**src/rtl/cnt_arb_pkg.sv**
```systemverilog
// Shared types and constants for the two-client counter arbiter.
// Both the arbiter FSM and the count core import this package.
package cnt_arb_pkg;

  typedef enum logic {
    ST_IDLE = 1'b0,
    ST_RUN  = 1'b1
  } arb_state_e;

  localparam logic CLI_UP = 1'b0;
  localparam logic CLI_DN = 1'b1;

  localparam int         BEATS   = 8;
  localparam logic [2:0] CNT_MAX = 3'(BEATS - 1);

  function automatic logic [1:0] cli_onehot(input logic cli);
    return cli ? 2'b10 : 2'b01;
  endfunction

endpackage

```
**src/rtl/cnt8_core.sv**
```systemverilog
// 3-bit beat counter with synchronous clear/enable; maps the count to an
// ascending (up-client) or descending (down-client) 4-bit result.
module cnt8_core
  import cnt_arb_pkg::*;
(
  input  logic       clk,
  input  logic       rst,
  input  logic       clr_i,
  input  logic       en_i,
  input  logic       valid_i,
  input  logic       mode_i,
  output logic [2:0] cnt_o,
  output logic [3:0] result_o
);

  logic [2:0] cnt_q;
  logic [2:0] cnt_d;

  always_comb begin
    cnt_d = cnt_q;
    if (clr_i) begin
      cnt_d = 3'd0;
    end else if (en_i) begin
      cnt_d = cnt_q + 3'd1;
    end
  end

  always_ff @(posedge clk) begin
    if (rst) begin
      cnt_q <= 3'd0;
    end else begin
      cnt_q <= cnt_d;
    end
  end

  // Down-client sees the bitwise complement, i.e. 15 down to 8.
  always_comb begin
    result_o = 4'd0;
    if (valid_i) begin
      result_o = (mode_i == CLI_DN) ? ~{1'b0, cnt_q} : {1'b0, cnt_q};
    end
  end

  assign cnt_o = cnt_q;

endmodule

```
**src/rtl/cnt_mode_arbiter.sv**
```systemverilog
// Round-robin, non-preemptive arbiter sharing one 8-beat counter between an
// up-client and a down-client, WINDOWS windows per grant.
module cnt_mode_arbiter
  import cnt_arb_pkg::*;
#(
  parameter int WINDOWS = 1
) (
  input  logic       clk,
  input  logic       rst,
  input  logic [1:0] req,
  output logic [1:0] grant,
  output logic       valid,
  output logic [3:0] result,
  output logic       last,
  output logic       busy,
  output arb_state_e state_dbg
);

  localparam logic [3:0] WIN_LAST = 4'(WINDOWS - 1);

  arb_state_e state_q, state_d;
  logic [1:0] grant_q, grant_d;
  logic [3:0] win_q, win_d;
  logic       rr_q, rr_d;

  logic [2:0] cnt;
  logic       cnt_clr;
  logic       cnt_en;
  logic       run;
  logic       owner;
  logic       other;
  logic       pick;
  logic       beat_end;
  logic       last_c;

  assign run      = (state_q == ST_RUN);
  assign owner    = grant_q[1];
  assign other    = ~owner;
  // Tie goes to the client not granted most recently.
  assign pick     = (&req) ? ~rr_q : req[1];
  assign beat_end = run && (cnt == CNT_MAX);
  assign last_c   = beat_end && ((win_q == WIN_LAST) || !req[owner]);

  always_comb begin
    state_d = state_q;
    grant_d = grant_q;
    win_d   = win_q;
    rr_d    = rr_q;
    cnt_clr = 1'b0;
    cnt_en  = 1'b0;
    case (state_q)
      ST_IDLE: begin
        cnt_clr = 1'b1;
        if (req != 2'b00) begin
          state_d = ST_RUN;
          grant_d = cli_onehot(pick);
          win_d   = 4'd0;
          rr_d    = pick;
        end
      end
      ST_RUN: begin
        if (last_c) begin
          cnt_clr = 1'b1;
          win_d   = 4'd0;
          if (req[other]) begin
            grant_d = cli_onehot(other);
            rr_d    = other;
          end else if (req[owner]) begin
            grant_d = cli_onehot(owner);
            rr_d    = owner;
          end else begin
            state_d = ST_IDLE;
            grant_d = 2'b00;
          end
        end else begin
          // Requests are ignored mid-window; only the window count moves.
          cnt_en = 1'b1;
          if (beat_end) begin
            win_d = win_q + 4'd1;
          end
        end
      end
      default: begin
        state_d = ST_IDLE;
        grant_d = 2'b00;
      end
    endcase
  end

  always_ff @(posedge clk) begin
    if (rst) begin
      state_q <= ST_IDLE;
      grant_q <= 2'b00;
      win_q   <= 4'd0;
      rr_q    <= CLI_DN;
    end else begin
      state_q <= state_d;
      grant_q <= grant_d;
      win_q   <= win_d;
      rr_q    <= rr_d;
    end
  end

  cnt8_core u_core (
    .clk      (clk),
    .rst      (rst),
    .clr_i    (cnt_clr),
    .en_i     (cnt_en),
    .valid_i  (run),
    .mode_i   (owner),
    .cnt_o    (cnt),
    .result_o (result)
  );

  // valid marks every RUN cycle as a beat for the client on grant; there is
  // no backpressure, the client must accept each beat as it appears.
  assign grant     = grant_q;
  assign valid     = run;
  assign busy      = run;
  assign last      = last_c;
  assign state_dbg = state_q;

endmodule

```
**config.mk**
```make
export PLATFORM = sky130hd
export DESIGN_NAME = cnt_mode_arbiter
export DESIGN_NICKNAME = d
export VERILOG_FILES = /design/src/rtl/cnt_arb_pkg.sv /design/src/rtl/cnt8_core.sv /design/src/rtl/cnt_mode_arbiter.sv
export SDC_FILE = /design/constraint.sdc
export NUM_CORES = 1
export LEC_CHECK = 0
export CORE_MARGIN = 2
export CORE_UTILIZATION = 30
export CTS_CLUSTER_DIAMETER = 100
export CTS_CLUSTER_SIZE = 28
export DETAILED_ROUTE_END_ITERATION = 12
export SYNTH_ARGS = -nofsm -noshare
export SYNTH_HDL_FRONTEND = slang
export SYNTH_HIERARCHICAL = 1
export SYNTH_SLANG_ARGS = --single-unit
```
**constraint.sdc**
```tcl
create_clock -name clk -period 2.7 [get_ports clk]
set_clock_uncertainty 0.2 [all_clocks]
set_input_delay 0.405 -clock clk [delete_from_list [all_inputs] [get_ports clk]]
set_output_delay 0.405 -clock clk [all_outputs]
set_load 0.02 [all_outputs]
```
# Yosys cells after proc, flatten, opt, wreduce, memory -nomap -nowiden
# Cells that the tools add are included.
classes:
  mux: 33
  n_reduce_logical: 11
  bitwise: 4
  eq_ne: 5
  order_cmp: 2
  addsub: 2
op_table:
  columns: ["op", "count"]
  rows:
  - ["4-bit two-way mux", 5]
  - ["1-bit two-way mux", 16]
  - ["2-bit two-way mux", 7]
  - ["4-bit one-hot mux with 2 select lines", 1]
  - ["1-bit one-hot mux with 2 select lines", 3]
  - ["2-bit AND reduction", 3]
  - ["4-bit by 1-bit adder with 4-bit output (second input constant)", 1]
  - ["4-bit logical NOT", 1]
  - ["1-bit by 2-bit less-than comparator with 1-bit output (second input constant)", 2]
  - ["2-bit inequality test (second input constant)", 2]
  - ["3-bit NOT with 4-bit output", 1]
  - ["2-bit one-hot mux with 2 select lines", 1]
  - ["3-bit by 1-bit adder with 3-bit output (second input constant)", 1]
  - ["3-bit equality test (second input constant)", 1]
  - ["3-bit by 1-bit inequality test with 1-bit output (second input constant)", 1]
  - ["3-bit by 2-bit inequality test with 1-bit output (second input constant)", 1]
  - ["1-bit NOT", 3]
  - ["3-bit AND reduction", 1]
  - ["1-bit logical AND", 2]
  - ["2-bit nonzero test", 1]
  - ["2-bit OR reduction", 1]
  - ["1-bit logical NOT", 1]
  - ["1-bit logical OR", 1]
word_totals:
  regBits: 11
  elab_cells: 62
  out_inout_bits: 10

# Depth between registers and ports, before layout
# Gate-level depths: netlist of run 1.
depth:
  word_depth: 8
  mapped_depth: 8

# Cells and area by module
# The synthesis of run 1 kept the hierarchy.
modules_own_cells:
  columns: ["mod", "cells_per_inst", "instances", "area_each_um2"]
  rows:
  - ["cnt_mode_arbiter", 64, 1, 528.0]
  - ["cnt8_core", 19, 1, 183.9]

# Worst setup path before layout of run 1
# Ideal clock, no wire load.
synth_path:
  path_kind: "reg-to-output"
  startpoint: "register grant_q[1], in the netlist grant[1]"
  endpoint: "output last"
  n_path_buf: 0
  path_stages_with_launch: 4
  arrival_time_ns: 1.235
  t_required_ns: 2.095
  setup_slack_ns: 0.860
  cell_sequence: "dfxtp_1 -> mux2i_2 -> o21ai_4 -> inv_1"
synth_between:
  elab_chain_len: 5
synth_rtl:
  columns: ["item", "line_no", "text"]
  rows:
  - ["start: declaration", "cnt_mode_arbiter.sv:22", "logic [1:0] grant_q, grant_d;"]
  - ["start signal: assignment", "cnt_mode_arbiter.sv:98", "grant_q <= grant_d;"]
  - ["1-bit two-way mux (not written as such) (2 in a row)", "cnt_mode_arbiter.sv:42", "assign last_c = beat_end && ((win_q == WIN_LAST) || !req[owner]);"]
  - ["1-bit logical NOT", "cnt_mode_arbiter.sv:42", null]
  - ["1-bit logical OR", "cnt_mode_arbiter.sv:42", null]
  - ["1-bit logical AND", "cnt_mode_arbiter.sv:42", null]
  - ["end: declaration", "cnt_mode_arbiter.sv:14", "output logic last,"]
# No other way between the ends. The select of a mux whose other input is x is not followed.

# Worst setup path after layout of run 1
layout_path:
  startpoint: "input req[1]"
  endpoint: "output last"
layout_between:
  elab_chain_len: 5
layout_rtl:
  columns: ["item", "line_no", "text"]
  rows:
  - ["start: declaration", "cnt_mode_arbiter.sv:10", "input logic [1:0] req,"]
  - ["1-bit two-way mux (not written as such) (2 in a row)", "cnt_mode_arbiter.sv:42", null]
  - ["1-bit logical NOT", "cnt_mode_arbiter.sv:42", null]
  - ["1-bit logical OR", "cnt_mode_arbiter.sv:42", null]
  - ["1-bit logical AND", "cnt_mode_arbiter.sv:42", null]
# No other way between the ends. The select of a mux whose other input is x is not followed.

==> results of run 1 <==
metal layers:
metal / vias up / part of all wire / track usage
li1: 328 / - / -
met1: 285 / 0.49 / 0.153
met2: 19 / 0.45 / 0.194
met3: 5 / 0.038 / 0.0257
met4: 0 / 0.027 / 0.0897
met5: - / 0 / 0
flip-flops by register name, summed over array words and instances (netlist names):
| name | count |
|---|---|
| u_core/cnt_o | 3 |
| busy | 1 |
| rr_q | 1 |
| win_q | 4 |
| grant | 2 |
synthesized netlist by cell type, types with 2 or more instances:
| cell | instances |
|---|---|
| inv_1 | 5 |
| dfxtp_1 | 11 |
| nor2_1 | 7 |
| and2_1 | 3 |
| ha_1 | 3 |
| nand3_1 | 3 |
| a21bo_2 | 2 |
| buf_4 | 3 |
| nand4_1 | 2 |
| a21oi_1 | 4 |
| nand2_1 | 11 |
| xor2_1 | 3 |
| mux2i_1 | 2 |
power breakdown:
part / switching (uW) / internal (uW)
Clock: 59.1 / 57.3
Combinational: 40.5 / 37.3
Sequential: 4.34 / 168
Total: 104 / 262
cell families after synthesis:
logic type,share of synthesized area
simple gates,0.265
buf+inv,0.0738
compound gates,0.202
fa+ha+maj,0.0527
flops,0.309
xor+xnor,0.0492
mux,0.0474
per-stage QoR:
stage          cell area (um^2)  hold slack, ns  setup WS (ns)  power [uW]
2_1_floorplan               712           0.252          0.860         225
4_1_cts                     900           0.269          0.158         370
3_5_place_dp                873           0.253          0.166         254
3_3_place_gp                873           0.262          0.196         253
6_report                    900           0.263          0.163         366
5_1_grt                     900           0.286         0.0594         386
cell type report:
| cell class | instances | area [um^2] | share of cell area |
|---|---|---|---|
| Inverter | 5 | 18.8 | 0.0209 |
| Sequential cell | 11 | 220 | 0.245 |
| Multi-Input combinational cell | 63 | 439 | 0.488 |
| Clock buffer | 4 | 26.3 | 0.0292 |
| Tap cell | 28 | 35.0 | 0.0389 |
| Timing Repair Buffer | 17 | 160 | 0.178 |
worst paths after layout:
kind | from | end | slack, ns | cells past startpoint
max | req[1] | last | 0.16 | 5
min reg2reg | grant[0]$_SDFFE_PP0P_ | grant[0]$_SDFFE_PP0P_ | 0.26 | 2
max reg2reg | win_q[0]$_SDFFE_PP0P_ | u_core/cnt_o[1]$_SDFFE_PP0P_ | 0.87 | 8
min | grant[0]$_SDFFE_PP0P_ | grant[0]$_SDFFE_PP0P_ | 0.26 | 2
worst min-delay path: stages (launching register included):
cell	delay, ns
dfxtp_1	0.31
nand4_1	0.06
nand2_1	0.05
==> run_results.csv, run 1 <==
group,metric,value,unit
sta,clock.fmax,0.394,GHz
run,maxCapViolations,0,
worst_setup_path,critPathArrivalTime,1.93,ns
power,p_per_area,407,mW/mm^2
sta,setup_viol,0,
global_routing,grt_pass1_wl,2430,um
sta,final.setup.tns,0,ns
worst_setup_path,crit_fanout,6,
sta,hold_viol,0,
finish,stdcell_count,128,
finish,final_core_util,0.403,
placement,port_buffers,13,
global_routing,overflow,0,
worst_setup_path,crit_slowest_cell,"clkdlybuf4s50_1",
sta,fin_crit,2.54,ns
clock_tree,cts-resized-gates,0,
yosys,synth_edf_count,0,
routing,vias,637,
routing,remaining_drc_errors,0,
floorplan,die-area,0.00278,mm^2
routing,detail_route.wl_per_cell,11.7,um
finish,antenna_cells,0,
clock_tree,post_cts_buffers,0,
routing,drt_pass1_iterations,5,
routing,antenna_left,0,
outcome,outcome,"completed",
yosys,yosysSeqAreaShare,0.309,
finish,layout.nets,108,
yosys,yosysWarnings,6,
global_routing,grt_util_all_layers,0.126,
floorplan,initial_core_util,0.319,
floorplan,ios,14,
clock_tree,worstSkewPairLatency,0.27,ns
yosys,synth_cell_types,37,
clock_tree,clock_sinks,11,
global_routing,antenna_found_initial,0,
clock_tree,root_buffer,"clkbuf_4",
yosys,postSynthAreaPerCell,8.58,um^2
sta,fin_crit_sh,0.940,
yosys,yosys_most_used_dff,"dfxtp_1",
worst_setup_path,crit_type,"primary input to output pin",
power,vdd_ir_drop_max,0.000226,V
routing,drtIter0Drc,19,
finish,area_growth,26.4,%
global_routing,grt_max_degree,17,
clock_tree,cts_inserted_buffers,3,
worst_hold_path,hp-class,"flop to flop",
floorplan,die_h,52.7,um
yosys,yosysTopAreaCellShare,0.309,
placement,place_hpwl,1130,um
worst_setup_path,slowest_delay,0.59,ns
clock_tree,clock_tree.buffer_depth,2,
finish,fillers,235,
yosys,synthArstFlopShare,0,
worst_setup_path,path_common_cell,"clkdlybuf4s50_1",
clock_tree,cts.htree.levels,1,
floorplan,row_count,17,
yosys,synth_area_leader_cell,"dfxtp_1",
yosys,synthTopCellsByArea,"dfxtp_1 (31%), nand2_1 (5.8%), ha_1 (5.3%)",
floorplan,chipWidth,52.7,um
yosys,synth_fp_nets,90,
power,p_leak,0.000377,uW
worst_setup_path,cp.required,2.10,ns
clock_tree,cts.clk_slew.worst_paths,0.07,ns
global_routing,grt_pass1_vias,561,
worst_setup_path,critPathBufInv,3,
finish,final_common_cell,"clkdlybuf4s50_1",
placement,place.gp.congestion,0.858,
yosys,ys_ff_latch,11,
yosys,netlist_area,712,um^2
sta,drv_slew,0,
worst_setup_path,end_kind,"output pin",
worst_setup_path,cp-start-kind,"primary input",
clock_tree,cts_tree,"yes",
sta,worstMarginPinSlew,0.353,ns
sta,relSlewSlack,0.760,
floorplan,core_area,0.00223,mm^2
sta,rsz0062_at_grt,"false",
routing,vias_per_cell,4.98,
worst_setup_path,cp_cell_sequence,"clkdlybuf4s50_1 -> mux2i_2 -> o21ai_4 -> inv_1 -> clkdlybuf4s50_1",
clock_tree,postCtsHoldBufs,0,
finish,final_cell_mix,"clkdlybuf4s50_1 (13), nand2_1 (11), dfxtp_1 (11)",
yosys,synthCells,83,
worst_setup_path,crit_family,"buffers and inverters",
placement,dp.cells,124,
finish,drive_gt1_frac,0.150,
routing,wirelength,1490,um
(Power assumes the default switching activity.)
==> inputs of run 2 (changes only) <==
Settings changed: SETUP_SLACK_MARGIN set to 0.5.
==> run_results.csv, run 2 (synthesis gave the netlist of run 1 again) <==
group,metric,value,unit
finish,antenna_cells,0,
placement,dp.cells,124,
placement,place.gp.congestion,0.858,
global_routing,grt_max_degree,17,
floorplan,ios,14,
finish,layout.nets,110,
floorplan,die_h,52.7,um
sta,final.setup.tns,0,ns
routing,antenna_left,0,
sta,drv_slew,0,
worst_setup_path,crit_family,"buffers and inverters",
outcome,outcome,"completed",
finish,area_growth,29.3,%
routing,wirelength,1610,um
global_routing,grt_pass1_vias,581,
worst_setup_path,crit_type,"primary input to output pin",
clock_tree,worstSkewPairLatency,0.27,ns
routing,remaining_drc_errors,0,
clock_tree,root_buffer,"clkbuf_4",
global_routing,antenna_found_initial,0,
clock_tree,clock_sinks,11,
floorplan,core_area,0.00223,mm^2
clock_tree,cts_inserted_buffers,3,
sta,setup_viol,0,
sta,fin_crit,2.19,ns
routing,drtIter0Drc,22,
placement,port_buffers,13,
power,vdd_ir_drop_max,0.000227,V
global_routing,overflow,0,
floorplan,initial_core_util,0.319,
routing,vias_per_cell,5.10,
placement,place_hpwl,1130,um
routing,detail_route.wl_per_cell,12.4,um
floorplan,chipWidth,52.7,um
worst_setup_path,cp.required,2.10,ns
power,p_leak,0.000422,uW
worst_setup_path,crit_slowest_cell,"clkdlybuf4s50_1",
clock_tree,cts.clk_slew.worst_paths,0.07,ns
clock_tree,clock_tree.buffer_depth,2,
power,p_per_area,398,mW/mm^2
worst_setup_path,cp-start-kind,"primary input",
clock_tree,cts_tree,"yes",
worst_setup_path,slowest_delay,0.53,ns
worst_setup_path,crit_fanout,4,
sta,clock.fmax,0.456,GHz
worst_setup_path,cp_cell_sequence,"clkdlybuf4s50_1 -> mux2i_4 -> o21ai_4 -> inv_1 -> dlygate4sd2_1",
finish,drive_gt1_frac,0.167,
worst_setup_path,critPathBufInv,3,
global_routing,grt_util_all_layers,0.130,
finish,largest_register_ffs,4,
clock_tree,cts.htree.levels,1,
run,maxCapViolations,0,
finish,fillers,241,
routing,drt_pass1_iterations,4,
floorplan,row_count,17,
worst_hold_path,hp-class,"flop to flop",
routing,vias,663,
sta,worstMarginPinSlew,0.367,ns
worst_setup_path,critPathArrivalTime,1.59,ns
sta,rsz0062_at_grt,"true",
worst_setup_path,end_kind,"output pin",
floorplan,die-area,0.00278,mm^2
finish,multi_input_area,448,um^2
sta,fin_crit_sh,0.812,
finish,final_cell_mix,"nand2_1 (11), dfxtp_1 (11), clkdlybuf4s50_1 (8)",
global_routing,grt_pass1_wl,2530,um
sta,hold_viol,0,
finish,stdcell_count,130,
finish,regMostFlops,"win_q",
finish,seqCellArea,220,um^2
sta,relSlewSlack,0.754,
[run 2: cell count changes in the layout (fill, tap and decap cells not counted)]
cell	delta
clkdlybuf4s50_1	-5
buf_4	+2
mux2i_4	+1
mux2i_2	-1
dlygate4sd2_1	+4
dlymetal6s2s_1	+1
[run 2: what timing repair did]
action / in CTS / in global routing
hold buffers: 0 / 0
gates resized for setup: 5 / 1
cloned: 0 / 0
setup buffers: 1 / 1
pin swaps: 0 / 1
endpoints found under the setup margin: 4 / 2
[run 2: routing by layer]
layer	vias up	global-route usage	part of all wire
met4	0	0.0897	0.025
met1	301	0.158	0.46
met2	28	0.204	0.47
met5	-	0	0
li1	330	-	-
met3	4	0.0257	0.047
[run 2: worst min-delay path, stage by stage, from the launching register on]
cell and delay [ns]:
dfxtp_1 0.31, nand4_1 0.06, nand2_1 0.05
[run 2: metrics by stage]
stage / cell area, um^2 / total power, uW / hold WS [ns] / worst slack [ns] / utilization
2_1_floorplan: 712 / 225 / 0.252 / 0.860 / -
3_3_place_gp: 873 / 253 / 0.262 / 0.196 / 0.391
3_5_place_dp: 873 / 254 / 0.253 / 0.166 / 0.391
4_1_cts: 911 / 371 / 0.269 / 0.449 / 0.408
5_1_grt: 921 / 387 / 0.286 / 0.442 / 0.412
6_report: 921 / 366 / 0.263 / 0.509 / 0.412
[run 2: cell type report]
type	instances	share of cell area
inverter	5	0.0204
sequential	11	0.239
multi-input combinational	63	0.486
timing repair buffer	19	0.188
clock buffer	4	0.0285
tap	28	0.0380
[run 2: report_power, final]
part	switching, uW	total, uW	internal [uW]	leakage, uW
Combinational	41.3	78.1	36.8	0.000318
Clock	58.5	116	57.3	0.0000150
Sequential	4.70	172	168	0.0000897
Total	105	366	262	0.000422
[run 2: worst paths after layout]
| kind | from | end | slack [ns] | cells after the start |
|---|---|---|---|---|
| setup / recovery | req[1] | last | 0.51 | 5 |
| hold / removal | grant[0]$_SDFFE_PP0P_ | grant[0]$_SDFFE_PP0P_ | 0.26 | 2 |
| setup reg to reg | win_q[0]$_SDFFE_PP0P_ | u_core/cnt_o[1]$_SDFFE_PP0P_ | 0.80 | 9 |
| hold reg to reg | grant[0]$_SDFFE_PP0P_ | grant[0]$_SDFFE_PP0P_ | 0.26 | 2 |
==> inputs of run 3 (changes only) <==
Clock period 2.7 ns to 1.8 ns, I/O delays scaled along.
==> run_results.csv, run 3 (synthesis gave the netlist of run 1 again) <==
group,metric,value,unit
outcome,outcome,"completed",
sta,hold_viol,0,
finish,regMostFlops,"win_q",
routing,wirelength,1800,um
global_routing,antenna_found_initial,0,
routing,remaining_drc_errors,0,
routing,antenna_left,0,
finish,area_growth,68.2,%
clock_tree,clock_sinks,11,
placement,place.gp.congestion,0.719,
global_routing,grt_max_degree,8,
finish,largest_register_ffs,4,
sta,rsz0062_at_grt,"true",
finish,antenna_cells,0,
worst_hold_path,hp-class,"flop to flop",
power,p_per_area,500,mW/mm^2
clock_tree,clock_tree.buffer_depth,2,
finish,drive_gt1_frac,0.565,
clock_tree,cts.clk_slew.worst_paths,0.07,ns
run,maxCapViolations,0,
sta,drv_slew,0,
power,p_leak,0.000543,uW
worst_setup_path,crit_type,"flop to output pin",
clock_tree,root_buffer,"clkbuf_4",
finish,final_common_cell,"buf_4",
global_routing,grt_pass1_wl,2850,um
sta,relSlewSlack,0.833,
clock_tree,cts_inserted_buffers,3,
finish,layout.nets,132,
clock_tree,cts.htree.levels,1,
sta,final.setup.tns,0,ns
worst_setup_path,crit_fanout,2,
worst_setup_path,cp.required,1.33,ns
global_routing,overflow,0,
worst_setup_path,cp-start-kind,"flop",
clock_tree,postCtsHoldBufs,0,
sta,fin_crit,1.75,ns
floorplan,core_area,0.00223,mm^2
floorplan,die-area,0.00278,mm^2
floorplan,die_h,52.7,um
floorplan,chipWidth,52.7,um
routing,vias_per_cell,4.85,
placement,place_hpwl,1250,um
sta,fin_crit_sh,0.970,
placement,port_buffers,13,
floorplan,ios,14,
finish,final_cell_mix,"buf_4 (23), buf_6 (13), nand2_1 (8)",
routing,drt_pass1_iterations,4,
routing,detail_route.wl_per_cell,11.9,um
finish,final_cell_area,0.00120,mm^2
sta,setup_viol,0,
floorplan,initial_core_util,0.319,
global_routing,grt_util_all_layers,0.141,
sta,clock.fmax,0.573,GHz
worst_setup_path,critPathArrivalTime,1.28,ns
routing,drtIter0Drc,16,
floorplan,row_count,17,
clock_tree,cts_tree,"yes",
power,vdd_ir_drop_max,0.000272,V
global_routing,grt_pass1_vias,689,
worst_setup_path,end_kind,"output pin",
clock_tree,worstSkewPairLatency,0.27,ns
placement,place_area,0.00105,mm^2
routing,vias,737,
sta,worstMarginPinSlew,0.249,ns
run 3: metal layers:
metal  vias to the layer above  share of wire  track usage
li1                        371              -            -
met1                       353           0.47        0.164
met2                        11           0.50        0.252
met3                         2          0.031       0.0343
met4                         0         0.0044       0.0385
met5                         -              0            0
run 3: final cells by class:
| cell class | instances | area [um^2] |
|---|---|---|
| sequential | 11 | 234 |
| timing repair buffer | 41 | 373 |
| inverter | 5 | 18.8 |
| multi-input combinational | 63 | 510 |
| fill | 204 | 1040 |
| clock buffer | 4 | 26.3 |
| tap | 28 | 35.0 |
run 3: critical path: stages (launching register included):
cell and delay, ns:
dfxtp_2 0.33, inv_2 0.07, ha_4 0.11, nor3b_4 0.26, o21ai_4 0.08, inv_2 0.06
buf_6 0.10
run 3: power breakdown:
| group | internal, uW | switching [uW] |
|---|---|---|
| logic | 87.6 | 74.3 |
| clock network | 85.8 | 91.5 |
| registers | 251 | 8.39 |
run 3: worst paths after layout:
path / startpoint / depth (start not counted) / slack (ns) / endpoint
setup reg to reg: win_q[0]$_SDFFE_PP0P_ / 7 / 0.06 / rr_q$_SDFFE_PP1P_
hold reg to reg: grant[0]$_SDFFE_PP0P_ / 2 / 0.26 / grant[0]$_SDFFE_PP0P_
hold / removal: grant[0]$_SDFFE_PP0P_ / 2 / 0.26 / grant[0]$_SDFFE_PP0P_
setup / recovery: win_q[0]$_SDFFE_PP0P_ / 6 / 0.05 / last
run 3: timing repair:
item | CTS | global route
setup buffers | 1 | 3
gates resized for setup | 75 | 6
pin swaps | 10 | 2
endpoints found under the setup margin | 20 | 20
cloned | 1 | 0
run 3: per-stage QoR:
| stage | total power [uW] | hold WS (ns) | utilization | setup WS (ns) | instances |
|---|---|---|---|---|---|
| after global placement | 403 | 0.250 | 0.472 | -0.339 | 143 |
| after global routing | 634 | 0.273 | 0.536 | 0.00886 | 152 |
| after floorplan | 343 | 0.129 | - | 0.217 | 83 |
| after detailed placement | 405 | 0.253 | 0.472 | -0.344 | 143 |
| after CTS | 600 | 0.262 | 0.518 | 0.0262 | 149 |
| final | 599 | 0.257 | 0.536 | 0.0533 | 152 |
